==> config.mk <==
export PLATFORM = sky130hd
export DESIGN_NAME = lmsm_sequencer
export DESIGN_NICKNAME = d
export VERILOG_FILES = /design/src/rtl/lmsm_sequencer_pkg.sv /design/src/rtl/lmsm_sequencer_lsb_prio_enc.sv /design/src/rtl/lmsm_sequencer.sv
export SDC_FILE = /design/constraint.sdc
export NUM_CORES = 1
export LEC_CHECK = 0
export CAP_MARGIN = 20
export CORE_MARGIN = 2
export CORE_UTILIZATION = 30
export CTS_BUF_LIST = sky130_fd_sc_hd__clkbuf_8
export DETAILED_ROUTE_END_ITERATION = 10
export HOLD_SLACK_MARGIN = 0.02
export PLACE_DENSITY = 0.77
export SLEW_MARGIN = 30
export SYNTH_ARGS = -nofsm -noshare
export SYNTH_HDL_FRONTEND = slang
export SYNTH_HIERARCHICAL = 1
export SYNTH_SLANG_ARGS = --single-unit
==> constraint.sdc <==
create_clock -name clk -period 3.8 [get_ports clk]
set_input_delay 0.76 -clock clk [delete_from_list [all_inputs] [get_ports clk]]
set_output_delay 0.76 -clock clk [all_outputs]
set_load 0.05 [all_outputs]
==> src/rtl/lmsm_sequencer_pkg.sv <==
// Shared definitions for the LM/SM multi-register transfer sequencer.
// The optional base-register writeback (WB state) is built when LMSM_BASE_WB_EN is defined.
package lmsm_sequencer_pkg;

  localparam int LMSM_DATA_W = 16;  // datapath / memory address width
  localparam int LMSM_NREG   = 8;   // architectural registers (register-list width)
  localparam int LMSM_REG_AW = 3;   // register address width, clog2(LMSM_NREG)

  // Transfer direction as latched at start from is_store.
  localparam logic DIR_LM = 1'b0;   // memory -> register file
  localparam logic DIR_SM = 1'b1;   // register file -> memory

  // Sequencer states. ST_WB is only reachable when LMSM_BASE_WB_EN is defined.
  typedef enum logic [1:0] {
    ST_IDLE = 2'd0,
    ST_XFER = 2'd1,
    ST_WB   = 2'd2,
    ST_DONE = 2'd3
  } state_e;

endpackage

==> src/rtl/lmsm_sequencer_lsb_prio_enc.sv <==
// Lowest-set-bit priority encoder: NREG-bit mask -> index of its lowest
// set bit, plus a valid flag that is 0 when the mask is empty.
module lsb_prio_enc
  import lmsm_sequencer_pkg::*;
#(
  parameter int NREG   = LMSM_NREG,
  parameter int REG_AW = LMSM_REG_AW
) (
  input  logic [NREG-1:0]   mask_i,
  output logic [REG_AW-1:0] idx_o,
  output logic              valid_o
);

  // Scan from the top down so the lowest set bit is the last one to win.
  always_comb begin
    idx_o   = '0;
    valid_o = 1'b0;
    for (int i = NREG - 1; i >= 0; i--) begin
      if (mask_i[i]) begin
        idx_o   = REG_AW'(i);
        valid_o = 1'b1;
      end
    end
  end

endmodule

==> src/rtl/lmsm_sequencer.sv <==
// LM/SM sequencer: walks a latched register list from the lowest to the
// highest set bit, issuing one memory request per register at consecutive
// word addresses and driving the register-file ports alongside.
// Define LMSM_BASE_WB_EN to add a one-cycle WB state that writes the final
// address (base + popcount(list)) back to base_reg before done.
//
// Memory handshake: mem_req is held high with mem_addr, mem_we, mem_wdata,
// rf_raddr and rf_waddr stable until the cycle in which mem_ack is high;
// that cycle completes exactly one transfer (for LM, rf_we/rf_wdata are
// asserted combinationally in that same cycle). mem_ack while mem_req is
// low is ignored. Back-to-back acks give one register per cycle.
module lmsm_sequencer
  import lmsm_sequencer_pkg::*;
#(
  parameter int DATA_W = LMSM_DATA_W,
  parameter int NREG   = LMSM_NREG,
  parameter int REG_AW = LMSM_REG_AW
) (
  input  logic              clk,
  input  logic              reset,
  input  logic              start,
  input  logic              is_store,
  input  logic [NREG-1:0]   reg_list,
  input  logic [DATA_W-1:0] base_addr,
  input  logic [REG_AW-1:0] base_reg,
  input  logic [DATA_W-1:0] rf_rdata,
  input  logic [DATA_W-1:0] mem_rdata,
  input  logic              mem_ack,
  output logic [REG_AW-1:0] rf_raddr,
  output logic [REG_AW-1:0] rf_waddr,
  output logic [DATA_W-1:0] rf_wdata,
  output logic              rf_we,
  output logic              mem_req,
  output logic              mem_we,
  output logic [DATA_W-1:0] mem_addr,
  output logic [DATA_W-1:0] mem_wdata,
  output logic              busy,
  output logic              done
);

  state_e            state_q;
  logic [NREG-1:0]   mask_q;   // registers still to transfer
  logic [DATA_W-1:0] addr_q;   // address of the next transfer
  logic              dir_q;    // DIR_LM / DIR_SM

  logic [NREG-1:0]   mask_d;
  logic [DATA_W-1:0] addr_d;
  logic [REG_AW-1:0] idx;
  logic              has_reg;
  logic              xfer_active;

`ifdef LMSM_BASE_WB_EN
  logic [REG_AW-1:0] base_reg_q;
`else
  // base_reg has no function without the writeback state.
  logic unused_base_reg;
  assign unused_base_reg = ^base_reg;
`endif

  lsb_prio_enc #(
    .NREG   (NREG),
    .REG_AW (REG_AW)
  ) u_enc (
    .mask_i  (mask_q),
    .idx_o   (idx),
    .valid_o (has_reg)
  );

  // A request is outstanding whenever XFER still has registers left.
  assign xfer_active = (state_q == ST_XFER) && has_reg;
  assign mask_d      = mask_q & ~(NREG'(1) << idx);
  assign addr_d      = addr_q + DATA_W'(1);  // wraps modulo 2^DATA_W

  // Controller FSM plus the latched transfer context.
  always_ff @(posedge clk or negedge reset) begin
    if (!reset) begin
      state_q    <= ST_IDLE;
      mask_q     <= '0;
      addr_q     <= '0;
      dir_q      <= DIR_LM;
`ifdef LMSM_BASE_WB_EN
      base_reg_q <= '0;
`endif
    end else begin
      case (state_q)
        ST_IDLE: begin
          if (start) begin
            mask_q     <= reg_list;
            addr_q     <= base_addr;
            dir_q      <= is_store;
`ifdef LMSM_BASE_WB_EN
            base_reg_q <= base_reg;
`endif
            state_q    <= ST_XFER;
          end
        end
        ST_XFER: begin
          if (!has_reg) begin
`ifdef LMSM_BASE_WB_EN
            state_q <= ST_WB;
`else
            state_q <= ST_DONE;
`endif
          end else if (mem_ack) begin
            mask_q <= mask_d;
            addr_q <= addr_d;
          end
        end
        ST_WB:   state_q <= ST_DONE;
        ST_DONE: state_q <= ST_IDLE;
        default: state_q <= ST_IDLE;
      endcase
    end
  end

  // Memory and register-file ports; everything is zero outside active cycles.
  always_comb begin
    rf_raddr  = '0;
    rf_waddr  = '0;
    rf_wdata  = '0;
    rf_we     = 1'b0;
    mem_req   = 1'b0;
    mem_we    = 1'b0;
    mem_addr  = '0;
    mem_wdata = '0;
    if (xfer_active) begin
      mem_req   = 1'b1;
      mem_we    = dir_q;
      mem_addr  = addr_q;
      mem_wdata = rf_rdata;
      rf_raddr  = idx;
      rf_waddr  = idx;
      if (mem_ack && (dir_q == DIR_LM)) begin
        rf_we    = 1'b1;
        rf_wdata = mem_rdata;
      end
    end
`ifdef LMSM_BASE_WB_EN
    if (state_q == ST_WB) begin
      rf_we    = 1'b1;
      rf_waddr = base_reg_q;
      rf_wdata = addr_q;
    end
`endif
  end

  assign busy = (state_q == ST_XFER) || (state_q == ST_WB);
  assign done = (state_q == ST_DONE);

endmodule

==> impl_metrics.toml, run 1 <==
[worst_setup_path]
cp.arrival_ns = 2.71
cp-end-kind = "output port"
cpMaxStageDelayCell = "clkdlybuf4s50_1"
cp.required_ns = 3.04
cp_top_family = "buffers and inverters"
worst-path-max-fanout = 21
criticalPathCategory = "flop to output port"
critical_path_buf_inv_count = 2
crit_path_start_kind = "flop"
max_stage_delay_ns = 0.71
path_cells = "nor4_1 > nand2_1 > buf_4 > and3_1 > clkdlybuf4s50_1"

[synthesis]
ys.flop_type = "dfrtp_1"
syn_area_um2 = 2190
synthCells = 263
synth-seq-cells = 27
yosys_warnings = 6
synth_cell_types = 47
syn_avg_cell_area_um2 = 8.32
async_flop_share_pct = 100
synth_edf_count = 0
syn_nets = 332
synth_seq_area_share_pct = 30.9

[power_and_ir_drop]
power_frac_clock_pct = 5.3
leakage_uw = 0.00147
switching_share_pct = 55.8
pwr-share-comb_pct = 75.0
switching_power_uw = 1790
power_density_nw_per_um2 = 934
peakVddDrop_mv = 0.550
p_int_uw = 1420
power_frac_seq_pct = 19.7

[placement]
io_buffers = 119
post_dp_cell_area_um2 = 3400
dp_hpwl_mm = 5.07
gp_congestion = 0.764

[detailed_routing]
ant_nets = 0
dr.first_iter.drc_count = 117
wl_mm = 6.78
drc = 0
avgViaCountPerCell = 5.09
vias = 2387
drt_first_pass_iters = 4
wl_per_cell_um = 14.5

[sta]
worst_pin_slew_ns = 0.782
period_needed_ns = 3.47
hold_viol_final = 0
final-setup-viol-count = 0
slew_viol_final = 0
min_period_over_period_pct = 91.3
rsz0062_at_grt = "no"
skew_ns = 0.00558
tns_ns = 0
relSlewSlack_pct = 47.7
fmax_mhz = 288

[global_routing]
antenna_found_initial = 0
grt_pass1_vias = 2279
grt-ovfl-total = 0
grt_max_degree = 39
grt.total_usage_pct = 16.8
grt_pass1_wl_mm = 10.6

[finish]
antenna_cells = 0
finalInstanceArea_um2 = 3440
nNetsFinal = 440
drive_above_1_share_pct = 12.2
area_growth_pct = 57.5
post-route-util_pct = 48.3

[clocking]
h-tree-depth = 1
cts_root_buffer = "clkbuf_8"
cts_resized = 0
clk_pin_slew_ns = 0.10
cts_tree = "done"
clkLatencyLatePin_ns = 0.28
cts_buffers = 3
ctsHoldBuffers = 0
clk_path_buf_depth = 2
post-cts-setup-buffer-count = 0
cts_sinks = 27

[flow_run]
drv_cap = 0

[hold_path]
min_path_type = "flop to flop"

[floorplan]
dieHeight_um = 89.4
core.rowCount = 31
die-area_um2 = 7990
die_x_um = 89.4
core_area_um2 = 7140
ios = 123
start_util_pct = 30.6

[status]
status = "finished, final reports clean"
synth_stat cells (2+ instances only):
| master | instances | area, um^2 |
|---|---|---|
| a211oi_1 | 4 | 30.0 |
| a21oi_1 | 8 | 40.0 |
| a21oi_2 | 4 | 35.0 |
| a22o_1 | 5 | 43.8 |
| a22oi_1 | 2 | 15.0 |
| a2bb2oi_2 | 3 | 45.0 |
| a311oi_1 | 2 | 17.5 |
| a31oi_1 | 2 | 12.5 |
| and2_1 | 20 | 125 |
| and3_1 | 39 | 244 |
| and4_1 | 4 | 35.0 |
| buf_2 | 6 | 30.0 |
| buf_4 | 3 | 22.5 |
| buf_6 | 2 | 22.5 |
| clkbuf_1 | 9 | 33.8 |
| dfrtp_1 | 27 | 676 |
| ha_1 | 5 | 62.6 |
| inv_1 | 9 | 33.8 |
| mux2_2 | 2 | 22.5 |
| mux2i_1 | 2 | 20.0 |
| nand2_1 | 25 | 93.8 |
| nand2b_1 | 3 | 18.8 |
| nand3_1 | 6 | 30.0 |
| nand4_1 | 8 | 50.1 |
| nor2_1 | 10 | 37.5 |
| nor2b_1 | 5 | 31.3 |
| nor3_1 | 3 | 15.0 |
| nor3_2 | 2 | 20.0 |
| nor4_1 | 3 | 18.8 |
| nor4_2 | 2 | 25.0 |
| o21ai_0 | 15 | 75.1 |
| o22a_1 | 2 | 17.5 |
| o22ai_1 | 7 | 43.8 |
power by group through the flow:
stage	Combinational, uW	Clock, uW	Sequential (uW)
6_report	2410	170	634
5_1_grt	2600	191	664
4_1_cts	2430	175	631
3_5_place_dp	2420	0	635
3_3_place_gp	2380	0	628
2_1_floorplan	1790	0	580
worst paths after layout:
| kind | startpoint | end | slack [ns] | depth (start not counted) |
|---|---|---|---|---|
| max reg2reg | mask_q[0] | mask_q[0] | 1.39 | 7 |
| max | mask_q[5] | mem_addr[1] | 0.33 | 5 |
| min | dir_q | dir_q | 0.54 | 1 |
| min reg2reg | dir_q | dir_q | 0.54 | 1 |
| min in group asynchronous | reset | mask_q[6] | 0.85 | 2 |
| max in group asynchronous | reset | addr_q[13] | 2.68 | 2 |
flip-flops by register name (all words and copies together) (netlist names):
| register | cells |
|---|---|
| dir_q | 1 |
| state_q | 2 |
| mask_q | 8 |
| addr_q | 16 |
cell type report:
| cell class | count | area [um^2] |
|---|---|---|
| flip-flops and latches | 27 | 676 |
| multi-input cells | 206 | 1370 |
| inverters | 9 | 33.8 |
| fillers | 710 | 3690 |
| well taps | 99 | 124 |
| repair buffers | 124 | 1200 |
| clock inverters | 1 | 5.00 |
| clock buffers | 3 | 41.3 |
per-layer routing:
metal	vias to the layer above	track usage [%]	wire length, um
met4	0	4.48	82
met3	8	2.86	427
met2	81	29.5	3300
met1	1128	21.2	2980
li1	1170	-	-
met5	-	0	0
cells by family after synthesis:
group / Yosys count / synth area share (%)
AO/OA/AOI/OAI: 62 / 21.1
adder cells (fa/ha/maj): 5 / 2.86
buffers and inverters: 30 / 6.75
flip-flops: 27 / 30.9
multiplexers: 5 / 2.97
AND/OR/NAND/NOR: 134 / 35.5
placed cells by master (no fill, tap or decap), types with 2 or more instances in the layout:
cell type	n
a21oi_2	4
a21oi_1	8
inv_1	9
nor4_1	3
o22ai_1	7
buf_4	21
nor3_2	2
mux2i_1	2
a2bb2oi_2	3
ha_1	4
o22a_1	2
nand2b_1	3
mux2_2	2
a31oi_1	2
o21ai_0	15
nand4_1	8
nor3_1	3
and4_1	4
a211oi_1	4
nand2_1	25
nor4_2	2
clkbuf_8	3
and3_1	39
nor2b_1	5
a311oi_1	2
clkdlybuf4s50_1	102
a22oi_1	2
dfrtp_1	27
nand3_1	6
and2_1	20
nor2_1	10
a22o_1	5
through the flow:
step	power (uW)	hold slack (ns)	cells	setup WS, ns
2_1_floorplan	2370	0.464	263	1.04
3_3_place_gp	3010	0.508	465	0.656
3_5_place_dp	3060	0.520	465	0.601
4_1_cts	3240	0.542	469	0.317
5_1_grt	3460	0.585	469	0.0333
6_report	3220	0.539	469	0.330
Power figures use the tool's default switching activity.
==> run 2, diff against run 1 <==
--- a/config.mk
+++ b/config.mk
@@ -10,7 +10,6 @@
 export CORE_UTILIZATION = 30
 export CTS_BUF_LIST = sky130_fd_sc_hd__clkbuf_8
 export DETAILED_ROUTE_END_ITERATION = 10
-export HOLD_SLACK_MARGIN = 0.02
 export PLACE_DENSITY = 0.77
 export SLEW_MARGIN = 30
 export SYNTH_ARGS = -nofsm -noshare
==> results of run 2 <==
Final layout, timing and power as in run 1 (identical DEF).
